--- src/rtl/multicycle_control_pkg.sv ---
// Shared definitions for the multicycle MIPS controller: state codes, opcodes,
// mux-select encodings and the per-state strobe decode.
package multicycle_control_pkg;

    typedef enum logic [3:0] {
        FETCH  = 4'd0,
        DECODE = 4'd1,
        MEMADR = 4'd2,
        MEMRD  = 4'd3,
        MEMWB  = 4'd4,
        MEMWR  = 4'd5,
        EXEC   = 4'd6,
        ALUWB  = 4'd7,
        BRANCH = 4'd8,
        JUMP   = 4'd9,
        ADDIEX = 4'd10,
        ADDIWB = 4'd11,
        HALT   = 4'd12,
        ERROR  = 4'd13
    } state_t;

    localparam logic [5:0] OP_RTYPE = 6'b000000;
    localparam logic [5:0] OP_LW    = 6'b100011;
    localparam logic [5:0] OP_SW    = 6'b101011;
    localparam logic [5:0] OP_BEQ   = 6'b000100;
    localparam logic [5:0] OP_J     = 6'b000010;
    localparam logic [5:0] OP_ADDI  = 6'b001000;

    localparam logic [1:0] ALUOP_ADD   = 2'b00;
    localparam logic [1:0] ALUOP_SUB   = 2'b01;
    localparam logic [1:0] ALUOP_FUNCT = 2'b10;

    localparam logic [1:0] SRCB_RT     = 2'b00;
    localparam logic [1:0] SRCB_FOUR   = 2'b01;
    localparam logic [1:0] SRCB_IMM    = 2'b10;
    localparam logic [1:0] SRCB_IMMSH  = 2'b11;

    localparam logic [1:0] PCSRC_ALU    = 2'b00;
    localparam logic [1:0] PCSRC_ALUOUT = 2'b01;
    localparam logic [1:0] PCSRC_JUMP   = 2'b10;

    // fetch marks the state whose IRWrite/PCWrite follow memReady directly.
    typedef struct packed {
        logic       pcWrite;
        logic       pcWriteCond;
        logic       iorD;
        logic       memRead;
        logic       memWrite;
        logic       fetch;
        logic       memToReg;
        logic       regDst;
        logic       regWrite;
        logic       aluSrcA;
        logic [1:0] aluSrcB;
        logic [1:0] aluOp;
        logic [1:0] pcSource;
        logic       halted;
    } ctrl_t;

    function automatic logic isMemState(input state_t s);
        return (s == FETCH) || (s == MEMRD) || (s == MEMWR);
    endfunction

    function automatic ctrl_t decodeState(input state_t s);
        ctrl_t c;
        c = '0;
        case (s)
            FETCH: begin
                c.fetch    = 1'b1;
                c.memRead  = 1'b1;
                c.iorD     = 1'b0;
                c.aluSrcA  = 1'b0;
                c.aluSrcB  = SRCB_FOUR;
                c.aluOp    = ALUOP_ADD;
                c.pcSource = PCSRC_ALU;
            end
            DECODE: begin
                c.aluSrcA = 1'b0;
                c.aluSrcB = SRCB_IMMSH;
                c.aluOp   = ALUOP_ADD;
            end
            MEMADR, ADDIEX: begin
                c.aluSrcA = 1'b1;
                c.aluSrcB = SRCB_IMM;
                c.aluOp   = ALUOP_ADD;
            end
            MEMRD: begin
                c.memRead = 1'b1;
                c.iorD    = 1'b1;
            end
            MEMWB: begin
                c.regWrite = 1'b1;
                c.memToReg = 1'b1;
                c.regDst   = 1'b0;
            end
            MEMWR: begin
                c.memWrite = 1'b1;
                c.iorD     = 1'b1;
            end
            EXEC: begin
                c.aluSrcA = 1'b1;
                c.aluSrcB = SRCB_RT;
                c.aluOp   = ALUOP_FUNCT;
            end
            ALUWB: begin
                c.regWrite = 1'b1;
                c.regDst   = 1'b1;
                c.memToReg = 1'b0;
            end
            BRANCH: begin
                c.aluSrcA     = 1'b1;
                c.aluSrcB     = SRCB_RT;
                c.aluOp       = ALUOP_SUB;
                c.pcWriteCond = 1'b1;
                c.pcSource    = PCSRC_ALUOUT;
            end
            JUMP: begin
                c.pcWrite  = 1'b1;
                c.pcSource = PCSRC_JUMP;
            end
            ADDIWB: begin
                c.regWrite = 1'b1;
                c.regDst   = 1'b0;
                c.memToReg = 1'b0;
            end
            HALT: begin
                c.halted = 1'b1;
            end
            default: c = '0;
        endcase
        return c;
    endfunction

endpackage

--- src/rtl/multicycle_control_wait_timer.sv ---
// Saturating 5-bit wait counter for memory states; flags the last permitted
// stall cycle before a bus timeout.
module mc_wait_timer #(
    parameter int TIMEOUT_CYCLES = 16
) (
    input  logic clk,
    input  logic reset_n,
    input  logic clear,
    input  logic inc,
    output logic expired
);

    logic [4:0] count;

    always_ff @(posedge clk) begin
        if (!reset_n || clear) begin
            count <= 5'd0;
        end else if (inc && (count != 5'h1F)) begin
            count <= count + 5'd1;
        end
    end

    // A limit the 5-bit counter cannot reach behaves like "no timeout".
    generate
        if (TIMEOUT_CYCLES <= 0 || TIMEOUT_CYCLES > 32) begin : gNoTimeout
            assign expired = 1'b0;
        end else begin : gTimeout
            localparam logic [4:0] LIMIT = 5'(TIMEOUT_CYCLES - 1);
            assign expired = (count == LIMIT);
        end
    endgenerate

endmodule

--- src/rtl/multicycle_control.sv ---
// Moore controller for a multicycle MIPS datapath with a shared instruction/data
// memory, memory-ready timeout, halt at instruction boundaries and sticky errors.
module multicycle_control
    import multicycle_control_pkg::*;
#(
    parameter int TIMEOUT_CYCLES = 16
) (
    input  logic       clk,
    input  logic       reset_n,
    input  logic [5:0] opcode,
    input  logic       memReady,
    input  logic       haltReq,
    output logic       PCWrite,
    output logic       PCWriteCond,
    output logic       IorD,
    output logic       memRead,
    output logic       memWrite,
    output logic       IRWrite,
    output logic       memToReg,
    output logic       regDst,
    output logic       regWrite,
    output logic       aluSrcA,
    output logic [1:0] aluSrcB,
    output logic [1:0] aluOp,
    output logic [1:0] pcSource,
    output logic       halted,
    output logic       busError,
    output logic       illegalOp,
    output logic [3:0] state
);

    // Memory handshake: memRead/memWrite act as valid and are held, with IorD,
    // unchanged while memReady (ready) is low; a transfer completes on the edge
    // where both are high, and the FSM leaves the memory state on that edge.

    state_t stateQ;
    state_t stateNext;
    ctrl_t  ctrlQ;
    logic   busErrorQ;
    logic   illegalOpQ;
    logic   setBusError;
    logic   setIllegal;
    logic   inMemState;
    logic   waitExpired;
    logic   timeoutHit;
    state_t boundaryNext;

    assign inMemState   = isMemState(stateQ);
    assign timeoutHit   = inMemState && !memReady && waitExpired;
    assign boundaryNext = haltReq ? HALT : FETCH;

    mc_wait_timer #(
        .TIMEOUT_CYCLES(TIMEOUT_CYCLES)
    ) uWaitTimer (
        .clk     (clk),
        .reset_n (reset_n),
        .clear   (!inMemState || memReady),
        .inc     (inMemState && !memReady),
        .expired (waitExpired)
    );

    always_comb begin
        stateNext   = stateQ;
        setBusError = 1'b0;
        setIllegal  = 1'b0;
        case (stateQ)
            FETCH: begin
                if (memReady) begin
                    stateNext = DECODE;
                end else if (timeoutHit) begin
                    stateNext   = ERROR;
                    setBusError = 1'b1;
                end
            end
            DECODE: begin
                case (opcode)
                    OP_LW, OP_SW: stateNext = MEMADR;
                    OP_RTYPE:     stateNext = EXEC;
                    OP_BEQ:       stateNext = BRANCH;
                    OP_J:         stateNext = JUMP;
                    OP_ADDI:      stateNext = ADDIEX;
                    default: begin
                        stateNext  = ERROR;
                        setIllegal = 1'b1;
                    end
                endcase
            end
            MEMADR: stateNext = (opcode == OP_SW) ? MEMWR : MEMRD;
            MEMRD: begin
                if (memReady) begin
                    stateNext = MEMWB;
                end else if (timeoutHit) begin
                    stateNext   = ERROR;
                    setBusError = 1'b1;
                end
            end
            MEMWR: begin
                if (memReady) begin
                    stateNext = boundaryNext;
                end else if (timeoutHit) begin
                    stateNext   = ERROR;
                    setBusError = 1'b1;
                end
            end
            EXEC:   stateNext = ALUWB;
            ADDIEX: stateNext = ADDIWB;
            MEMWB, ALUWB, BRANCH, JUMP, ADDIWB: stateNext = boundaryNext;
            HALT:   stateNext = haltReq ? HALT : FETCH;
            ERROR:  stateNext = ERROR;
            default: stateNext = ERROR;
        endcase
    end

    // Strobes are registered from the next state so they line up with stateQ.
    always_ff @(posedge clk) begin
        if (!reset_n) begin
            stateQ     <= FETCH;
            ctrlQ      <= decodeState(FETCH);
            busErrorQ  <= 1'b0;
            illegalOpQ <= 1'b0;
        end else begin
            stateQ     <= stateNext;
            ctrlQ      <= decodeState(stateNext);
            busErrorQ  <= busErrorQ | setBusError;
            illegalOpQ <= illegalOpQ | setIllegal;
        end
    end

    // Holding reset drops any in-flight request immediately.
    assign PCWrite     = reset_n & (ctrlQ.pcWrite | (ctrlQ.fetch & memReady));
    assign IRWrite     = reset_n & ctrlQ.fetch & memReady;
    assign PCWriteCond = reset_n & ctrlQ.pcWriteCond;
    assign IorD        = reset_n & ctrlQ.iorD;
    assign memRead     = reset_n & ctrlQ.memRead;
    assign memWrite    = reset_n & ctrlQ.memWrite;
    assign memToReg    = reset_n & ctrlQ.memToReg;
    assign regDst      = reset_n & ctrlQ.regDst;
    assign regWrite    = reset_n & ctrlQ.regWrite;
    assign aluSrcA     = reset_n & ctrlQ.aluSrcA;
    assign aluSrcB     = reset_n ? ctrlQ.aluSrcB  : 2'b00;
    assign aluOp       = reset_n ? ctrlQ.aluOp    : 2'b00;
    assign pcSource    = reset_n ? ctrlQ.pcSource : 2'b00;
    assign halted      = reset_n & ctrlQ.halted;
    assign busError    = reset_n & busErrorQ;
    assign illegalOp   = reset_n & illegalOpQ;
    assign state       = reset_n ? stateQ : 4'd0;

endmodule
--- config.mk ---
export PLATFORM = sky130hd
export DESIGN_NAME = multicycle_control
export DESIGN_NICKNAME = d
export VERILOG_FILES = /design/src/rtl/multicycle_control_pkg.sv /design/src/rtl/multicycle_control_wait_timer.sv /design/src/rtl/multicycle_control.sv
export SDC_FILE = /design/constraint.sdc
export NUM_CORES = 1
export LEC_CHECK = 0
export ABC_AREA = 1
export CORE_ASPECT_RATIO = 0.5
export CORE_MARGIN = 4
export CORE_UTILIZATION = 50
export CTS_CLUSTER_SIZE = 28
export DETAILED_ROUTE_END_ITERATION = 16
export PLACE_DENSITY_LB_ADDON = 0.3
export SLEW_MARGIN = 20
export SYNTH_ARGS = -nofsm -noshare
export SYNTH_HDL_FRONTEND = slang
export SYNTH_SLANG_ARGS = --single-unit
export TNS_END_PERCENT = 50
--- constraint.sdc ---
create_clock -name clk -period 1.99 [get_ports clk]
set_clock_uncertainty 0.05 [all_clocks]
set_input_delay 0.398 -clock clk [delete_from_list [all_inputs] [get_ports clk]]
set_output_delay 0.398 -clock clk [all_outputs]
set_load 0.02 [all_outputs]
-- Word-level counts from Yosys, hierarchy flattened
Index checks and enable logic that the tools add are counted.
- word-level logic and storage cells: 115
- output and inout port bits: 23
- register bits: 28
- bitwise logic cells: 18
- add/sub/neg operators: 1
- equality and inequality tests: 31
- multiplexer cells: 27
- reduce and logical (&&, ||, !) cells: 20
- operators with widths (kind ; number):
    $eq A4 B4 Y1 const B ; 10
    $eq A4 B3 Y1 const B ; 8
    $pmux W4 S8 ; 1
    $pmux W5 S5 ; 1
    $mux W4 ; 6
    $pmux W4 S5 ; 1
    $eq A4 B2 Y1 const B ; 4
    $and A1 B1 Y1 ; 15
    $eq A6 B6 Y1 const B ; 2
    $mux W1 ; 12
    $reduce_or A6 Y1 ; 2
    $pmux W3 S3 ; 1
    $eq A4 B1 Y1 const B ; 2
    $logic_not A4 Y1 ; 2
    $reduce_or A2 Y1 ; 4
    $eq A6 B2 Y1 const B ; 1
    $eq A6 B3 Y1 const B ; 1
    $eq A6 B4 Y1 const B ; 1
    $logic_not A6 Y1 ; 1
    $mux W2 ; 3
    $add A5 B1 Y5 const B ; 1
    $eq A5 B4 Y1 const B ; 1
    $ne A5 B5 Y1 const B ; 1
    $logic_or A1 B1 Y1 ; 4
    6 further kinds ; 12

-- Depth between registers and ports, before layout
Gate-level depths: netlist of the first run.
- depth after elaboration: 11
- mapped depth: 14
- depth with buffers taken out: 14

-- By module
From an unflattened synthesis of the first run, not the netlist that was laid out.
- cell total of the unflattened synthesis: 255
- area, all modules: 1634.1 sq um
- modules (own cells, without submodules) (module ; times used ; sequential area each (sq um) ; area each (sq um) ; cells each):
    multicycle_control ; 1 ; 420.4 ; 1355.0 ; 217
    mc_wait_timer ; 1 ; 100.1 ; 279.0 ; 38

-- Worst setup path after synthesis of the first run
OpenSTA, ideal clock, no wires.
- kind: register -> register
- start point: register uWaitTimer.count[0]
- end point: register ctrlQ[7] in the netlist's numbering
- required time: 1.884 ns
- period minus slack after synthesis: 1.656 ns
- cell stages (with the launch flop): 15
- path slack: 0.334 ns
- path buffers: 0
- arrival: 1.550 ns
- library setup time: 0.056 ns
- cell sequence: dfxtp_1 > ha_1 > nand2_1 > nor2_1 > ha_1 > nor2_1 > inv_1 > nand2_1 > inv_2 > nand3_1 > nor2_4 > nand2_1 > nand3_1 > nand2_1 > inv_1
- longest elaborated chain between the ends: 8
- RTL lines (what ; line ; source):
    from (decl) ; multicycle_control_wait_timer.sv:13 ; logic [4:0] count;
    from (signal assigned) ; multicycle_control_wait_timer.sv:19 ; count <= count + 5'd1;
    $eq A5 B4 Y1 (*) ; multicycle_control_wait_timer.sv:29 ; assign expired = (count == LIMIT);
    $logic_and A1 B1 Y1 (*) ; multicycle_control.sv:49 ; assign timeoutHit = inMemState && !memReady && waitExpired;
    $mux W4 (*) ; multicycle_control.sv:70, multicycle_control.sv:92, multicycle_control.sv:100 ;
    $mux W4 (on tied branches) ; multicycle_control.sv:98, multicycle_control.sv:68, multicycle_control.sv:90 ;
    $pmux W4 S8 (*) ; multicycle_control.sv:66 ; case (stateQ)
    $eq A4 B2 Y1 / $eq A4 B4 Y1 (equally long branches) ; multicycle_control_pkg.sv:67 ; case (s)
    $reduce_or A2 Y1 ; multicycle_control_pkg.sv:67 ;
    $pmux W5 S5 (*) ; multicycle_control_pkg.sv:67 ;
    to (signal assigned) ; multicycle_control.sv:118 ; ctrlQ <= decodeState(FETCH);
    to (signal assigned) ; multicycle_control.sv:123 ; ctrlQ <= decodeState(stateNext);
    to (decl) ; multicycle_control.sv:38 ; ctrl_t ctrlQ;
Mark *: on every way between the ends. The rest lies on a longest branch, timed or not.
A chain may end at the register's enable or synchronous reset.

-- Worst setup path in the final report of the first run
- start point: input reset_n
- end point: output halted
- longest elaborated chain between the ends: 1
- RTL lines (what ; line ; source):
    from (decl) ; multicycle_control.sv:9 ; input logic reset_n,
    $and A1 B1 Y1 ; multicycle_control.sv:143 ; assign halted = reset_n & ctrlQ.halted;
    to (decl) ; multicycle_control.sv:26 ; output logic halted,
Every way passes these cells.

==> flow_summary_export.csv, run 1 <==
group,metric,value,unit
run_status,run_status,"finished clean",
pwr,power_switching,0.906,mW
die,floorplan.die.width,86.3,um
place,globalplace.congestion,0.871,
logic_synthesis,synthCells,244,
finish,drive_above_1_share,0.268,
drt,finalWirelength,3840,um
pwr,cell_internal_pwr,1.32,mW
place,dpl.hpwl,2890,um
grt,grt.overflow.total,0,
logic_synthesis,ys_seq_elements,26,
critical_path,setup.worst_path.end_class,"output port",
critical_path,cp-start-kind,"input pin",
cts,clock-root-buffer,"sky130_fd_sc_hd__clkbuf_8",
pwr,power,2.23,mW
finish,seqCellArea,523,um2
sta,setup-violations-final,0,
pwr,share_clk_of_total_power,0.193,
grt,grt_start_max_net_pins,27,
sta,worst_slew_pin_slew,0.323,ns
die,die_area,4070,um2
finish,multiInputGateArea,817,um2
pwr,power.sequential.fraction,0.338,
critical_path,cp.required,1.54,ns
sta,slew_viol_final,0,
pwr,irDropWorstVdd,0.587,mV
finish,layoutNonFillerInstCount,332,
cts,numClockSinks,26,
drt,detailedRoute.firstIterationViolations,56,
cts,postCtsHoldBufs,0,
sta,finalCritPeriodShare,0.982,
cts,clock_insertion_delay_worst_skew,0.27,ns
cts,cts_tree,"built",
die,floorplan.die.height,47.2,um
cts,clock_path_buffers,2,
critical_path,regToRegSetupSlack,0.14,ns
place,placedCellCount,325,
place,port_buffers,32,
logic_synthesis,syn_avg_cell_area,6.29,um2
die,floorplan.io_pins,33,
finish,final.fill_count,203,
worst_hold_path,hold_class,"flip-flop to flip-flop",
flow_run,cap_violations,0,
grt,first_global_vias,1393,
die,floorplan.core_area,2750,um2
pwr,share_comb_of_total_power,0.469,
pwr,power_density_cells,1070,nW/um2
critical_path,path_cells,"clkdlybuf4s50_1 > buf_12 > nand2_1 > inv_1 > clkdlybuf4s15_1",
sta,fin_hold_ws,0.415,ns
critical_path,crit_path_top_delay_cell,"sky130_fd_sc_hd__clkdlybuf4s50_1",
logic_synthesis,syn-cell-area,1530,um2
drt,antenna_left,0,
drt,drt_first_pass_iters,4,
pwr,p_leak,1.24,nW
cts,cts_buffers,3,
cts,clk_pin_slew_worst_paths,0.08,ns
die,rows,13,
logic_synthesis,synth_warnings,0,
cts,cts_htree_levels,1,
finish,final_nets,309,
finish,antenna_cells,0,
critical_path,critPathMaxStageDelay,0.52,ns
critical_path,worst-path-max-fanout,26,
drt,dr_total_vias,1573,
sta,remaining_max_slew_budget_at_the_tightest_pin,0.785,
drt,routedWlPerCell,11.6,um
drt,drt-vias-per-instance,4.74,
grt,global_route.usage.total,0.189,
drt,drc_errors,0,
sta,fmaxAchievable,512,MHz
grt,antenna_violations_before_repair,0,
sta,hold_violations_final,0,
logic_synthesis,synth.distinct_cells,27,
finish,syn2layout_area_growth,36.2,%
logic_synthesis,syn_nets,257,
critical_path,worst_ep_arrival_time,1.51,ns
pwr,sw_frac_of_total,0.406,
sta,setup_tns,0,ns
critical_path,critical_path_class,"input pin to output port",
die,initial_core_utilization,0.558,
grt,grt_first_pass_wirelength,5950,um
sta,min_tclk_post_route,1.95,ns
logic_synthesis,seq_area_frac_synth,0.339,
-- area by class of cell --
type                    instances  area share
multi-input cells             160       0.391
flip-flops and latches         26       0.250
repair buffers                 53       0.209
inverters                      52      0.0934
well taps                      37      0.0222
clock buffers                   3      0.0198
clock inverters                 1      0.0144
-- final timing paths --
kind,cells after the start,from,endpoint
worst max-delay path,5,reset_n,halted
worst min-delay path,2,busErrorQ$_SDFF_PN0_,busErrorQ$_SDFF_PN0_
worst max register to register,12,uWaitTimer.count[0]$_SDFFE_PP0P_,ctrlQ[6]$_SDFF_PN0_
worst min register to register,2,busErrorQ$_SDFF_PN0_,busErrorQ$_SDFF_PN0_
-- stage by stage --
| step | utilization | worst slack (ns) | cell area, um2 |
|---|---|---|---|
| 6_report | 0.760 | 0.0352 | 2090 |
| 2_1_floorplan | - | 0.334 | 1530 |
| 4_1_cts | 0.756 | 0.00193 | 2080 |
| 3_3_place_gp | 0.731 | -0.310 | 2010 |
| 3_5_place_dp | 0.731 | -0.315 | 2010 |
| 5_1_grt | 0.760 | -0.0243 | 2090 |
-- critical path, delay by kind of cell --
kind | cells | cell delay [ns]
buffers and inverters | 4 | 1.05
and+or+nand+nor | 1 | 0.06
-- placed cells by master, fill, tap and decap left out, types with 3 or more instances in the layout --
cell	netlist	layout
sky130_fd_sc_hd__buf_4	2	20
sky130_fd_sc_hd__clkdlybuf4s50_1	0	5
sky130_fd_sc_hd__dfxtp_1	26	24
sky130_fd_sc_hd__clkdlybuf4s15_2	0	5
sky130_fd_sc_hd__clkdlybuf4s15_1	0	4
sky130_fd_sc_hd__dlymetal6s2s_1	0	4
sky130_fd_sc_hd__nor2_4	2	3
sky130_fd_sc_hd__nor2_2	6	8
sky130_fd_sc_hd__nand3_1	21	20
sky130_fd_sc_hd__nand2_2	3	4
sky130_fd_sc_hd__inv_2	8	8
sky130_fd_sc_hd__nor2_1	36	33
sky130_fd_sc_hd__nand4_1	4	4
sky130_fd_sc_hd__clkbuf_8	0	3
sky130_fd_sc_hd__o21ai_0	4	4
sky130_fd_sc_hd__inv_1	44	44
sky130_fd_sc_hd__nand2_1	63	62
sky130_fd_sc_hd__clkbuf_2	0	13
sky130_fd_sc_hd__a21oi_1	4	3
-- state kept, by name, indices dropped and copies added, names as in the netlist --
name and flops:
uWaitTimer.count 5, illegalOpQ 1, ctrlQ 15, busErrorQ 1
stateQ 4
-- cells in the mapped netlist --
master,count,area share
sky130_fd_sc_hd__o211ai_1,1,0.0049
sky130_fd_sc_hd__xor2_1,2,0.011
sky130_fd_sc_hd__nor2_1,36,0.088
sky130_fd_sc_hd__nand3b_1,1,0.0049
sky130_fd_sc_hd__nor2_2,6,0.024
sky130_fd_sc_hd__dfxtp_1,26,0.34
sky130_fd_sc_hd__buf_4,2,0.0098
sky130_fd_sc_hd__nor3_1,2,0.0065
sky130_fd_sc_hd__nand2_2,3,0.012
sky130_fd_sc_hd__ha_1,3,0.024
sky130_fd_sc_hd__inv_2,8,0.020
sky130_fd_sc_hd__inv_1,44,0.11
sky130_fd_sc_hd__nand2_4,1,0.0073
sky130_fd_sc_hd__nor2_4,2,0.015
sky130_fd_sc_hd__o21ai_0,4,0.013
sky130_fd_sc_hd__nand2_1,63,0.15
sky130_fd_sc_hd__nand4_2,1,0.0082
sky130_fd_sc_hd__o21ai_1,1,0.0033
sky130_fd_sc_hd__nand3_2,2,0.013
sky130_fd_sc_hd__nand4_1,4,0.016
sky130_fd_sc_hd__nand3_1,21,0.069
sky130_fd_sc_hd__clkbuf_1,3,0.0073
sky130_fd_sc_hd__nor3_2,1,0.0065
sky130_fd_sc_hd__buf_6,1,0.0073
sky130_fd_sc_hd__a21oi_1,4,0.013
sky130_fd_sc_hd__a311oi_1,1,0.0057
sky130_fd_sc_hd__o22ai_2,1,0.0082
-- routing by layer --
layer  part of all wire  global-route usage
met1               0.43               0.224
met2               0.49               0.363
met3              0.066              0.0473
met4             0.0073              0.0342
met5                  0                   0
-- cells by family after synthesis --
kind of cell,Yosys count,share of synthesized area
buf+inv,58,0.152
xor+xnor,2,0.0114
flops,26,0.339
compound gates,12,0.0481
simple gates,143,0.425
fa+ha+maj,3,0.0245
-- power by group through the flow --
stage	registers (mW)	clock network, mW	logic, mW
2_1_floorplan	0.740	0	0.700
3_3_place_gp	0.759	0	1.01
3_5_place_dp	0.762	0	1.04
4_1_cts	0.750	0.433	1.02
5_1_grt	0.762	0.454	1.15
6_report	0.754	0.429	1.05
-- what timing repair did --
item | CTS | global route
pin swaps | 0 | 8
setup endpoints to repair | 23 | 34
cloned | 0 | 0
resized for setup | 45 | 38
setup buffers | 0 | 3
No activity file was read; power rests on OpenSTA's default activity.
==> inputs of run 2 (changes only) <==
SLEW_MARGIN = 25   (was 20)
==> results of run 2 <==
Final layout, timing and power as in run 1 (identical DEF).
==> inputs of run 3 (changes only) <==
CORE_UTILIZATION = 52   (was 50)
CTS_BUF_LIST = sky130_fd_sc_hd__clkbuf_8   (was not set)
==> run 3 against run 2 <==
  * Global-route usage is 2.0 points higher
  * Sequential power is 0.5% higher
  * Sequential cell count stayed put
  * Critical path depth is 5 higher
  * Via count is 3.3% higher
  * Routed wire length is 4.1% higher
  * Die area is 3.3% lower
  * Non-clock buffer count is 5 higher
  * Critical endpoint is now ctrlQ[6]$_SDFF_PN0_
==> flow_summary_export.csv, run 3 (synthesized netlist as in run 1, its figures left out) <==
group,metric,value,unit
place,globalplace.congestion,0.846,
die,floorplan.io_pins,33,
grt,grt_first_pass_wirelength,6480,um
drt,dr_total_vias,1625,
sta,remaining_max_slew_budget_at_the_tightest_pin,0.776,
sta,worst_slew_pin_slew,0.335,ns
pwr,p_leak,1.27,nW
finish,layoutNonFillerInstCount,337,
drt,drt-vias-per-instance,4.82,
critical_path,setup.worst_path.end_class,"flip-flop",
place,dpl.hpwl,3020,um
drt,drt_first_pass_iters,6,
finish,mostFrequentLayoutCells,"sky130_fd_sc_hd__nand2_1, sky130_fd_sc_hd__inv_1, sky130_fd_sc_hd__nor2_1",
die,floorplan.core_area,2700,um2
die,floorplan.die.width,84.8,um
place,port_buffers,32,
drt,drc_errors,0,
critical_path,worst_ep_arrival_time,2.05,ns
critical_path,worst-path-max-fanout,3,
finish,reg_with_most_ffs,"ctrlQ",
flow_run,cap_violations,0,
sta,fmaxAchievable,527,MHz
sta,setup-violations-final,0,
finish,layout.cells.most_common,"sky130_fd_sc_hd__nand2_1",
run_status,run_status,"finished clean",
cts,postCtsHoldBufs,0,
die,initial_core_utilization,0.568,
worst_hold_path,hold_class,"flip-flop to flip-flop",
finish,biggestRegsByFlops,"ctrlQ x15, uWaitTimer.count x5, stateQ x4",
critical_path,critical_path_class,"input pin to flip-flop",
cts,clock_insertion_delay_worst_skew,0.27,ns
grt,grt_start_max_net_pins,19,
sta,min_tclk_post_route,1.90,ns
cts,clk_pin_slew_worst_paths,0.09,ns
pwr,irDropWorstVdd,0.592,mV
cts,cts_htree_levels,1,
finish,drive_above_1_share,0.273,
sta,slew_viol_final,0,
grt,first_global_vias,1475,
pwr,power,2.32,mW
drt,routedWlPerCell,11.9,um
critical_path,cp-start-kind,"input pin",
die,rows,13,
grt,antenna_violations_before_repair,0,
drt,finalWirelength,3990,um
grt,global_route.usage.total,0.209,
place,placed_area,2040,um2
die,floorplan.die.height,46.4,um
finish,syn2layout_area_growth,43.1,%
cts,numClockSinks,26,
finish,final.fill_count,192,
critical_path,cp.required,2.14,ns
place,placedCellCount,329,
finish,number_of_flip_flops_under_the_largest_register_name,15,
sta,hold_violations_final,0,
drt,detailedRoute.firstIterationViolations,75,
grt,grt.overflow.total,0,
finish,fin_area,2200,um2
finish,final_nets,314,
cts,clock-root-buffer,"sky130_fd_sc_hd__clkbuf_8",
finish,antenna_cells,0,
sta,finalCritPeriodShare,0.953,
cts,cts_buffers,3,
drt,antenna_left,0,
pwr,power_density_cells,1060,nW/um2
cts,clock_path_buffers,2,
cts,cts_tree,"built",
die,die_area,3940,um2
run 3: changes by cell type in the layout (fill, tap and decap cells not counted), moves of 3 or more:
cell | previous run | this run
sky130_fd_sc_hd__buf_4 | 20 | 25
sky130_fd_sc_hd__clkbuf_2 | 13 | 2
sky130_fd_sc_hd__clkdlybuf4s15_2 | 5 | 10
sky130_fd_sc_hd__dlygate4sd2_1 | 0 | 8
sky130_fd_sc_hd__nand3_1 | 20 | 17
sky130_fd_sc_hd__nand3_2 | 2 | 5
run 3: per-layer routing:
layer	vias to the layer above	global-route usage	share of wire	wire [um]
met4	0	0.0252	0.0060	24
met5	-	0	0	0
met2	58	0.397	0.48	1930
met1	716	0.257	0.44	1740
li1	847	-	-	-
met3	4	0.0446	0.073	291
run 3: area by class of cell:
| class | instances | area, um2 | share of cell area |
|---|---|---|---|
| clock inverters | 1 | 30.0 | 0.0137 |
| repair buffers | 58 | 528 | 0.240 |
| well taps | 37 | 46.3 | 0.0211 |
| clock buffers | 3 | 41.3 | 0.0188 |
| flip-flops and latches | 26 | 524 | 0.239 |
| inverters | 52 | 195 | 0.0889 |
| multi-input cells | 160 | 831 | 0.378 |
run 3: power breakdown:
part	leakage [nW]	total [mW]	internal [mW]	switching [mW]
clock	0.0357	0.430	0.269	0.161
combinational	1.02	1.13	0.443	0.686
sequential	0.214	0.758	0.670	0.0878
run 3: metrics by stage:
step | utilization | hold slack [ns] | TNS, ns | setup slack [ns]
floorplan | - | 0.374 | 0 | 0.334
global placement | 0.756 | 0.393 | -7.19 | -0.317
detailed placement | 0.756 | 0.406 | -8.43 | -0.349
CTS | 0.783 | 0.433 | -0.0813 | -0.0813
global route | 0.813 | 0.466 | -0.00526 | -0.00526
finish | 0.813 | 0.432 | 0 | 0.0931
run 3: worst max-delay path, stage by stage:
cell and delay, ns:
sky130_fd_sc_hd__clkdlybuf4s50_1 0.50, sky130_fd_sc_hd__nand4_1 0.15, sky130_fd_sc_hd__buf_4 0.18, sky130_fd_sc_hd__o21ai_0 0.17
sky130_fd_sc_hd__nand2_1 0.09, sky130_fd_sc_hd__inv_2 0.07, sky130_fd_sc_hd__nand3_2 0.10, sky130_fd_sc_hd__inv_2 0.10
sky130_fd_sc_hd__nand4_1 0.14, sky130_fd_sc_hd__a21oi_1 0.15
run 3: worst paths after layout:
kind,startpoint,end,slack [ns],cells past startpoint
worst max-delay path,opcode[0],ctrlQ[6]$_SDFF_PN0_,0.09,10
worst min-delay path,uWaitTimer.count[2]$_SDFFE_PP0P_,uWaitTimer.count[2]$_SDFFE_PP0P_,0.43,2
worst max register to register,stateQ[2]$_SDFF_PN0_,ctrlQ[8]$_SDFF_PN0_,0.14,12
worst min register to register,uWaitTimer.count[2]$_SDFFE_PP0P_,uWaitTimer.count[2]$_SDFFE_PP0P_,0.43,2
run 3: what timing repair did:
item | in CTS | in global routing
setup endpoints to repair | 23 | 35
resized for setup | 48 | 23
pin swaps | 0 | 6
buffers inserted | 0 | 4
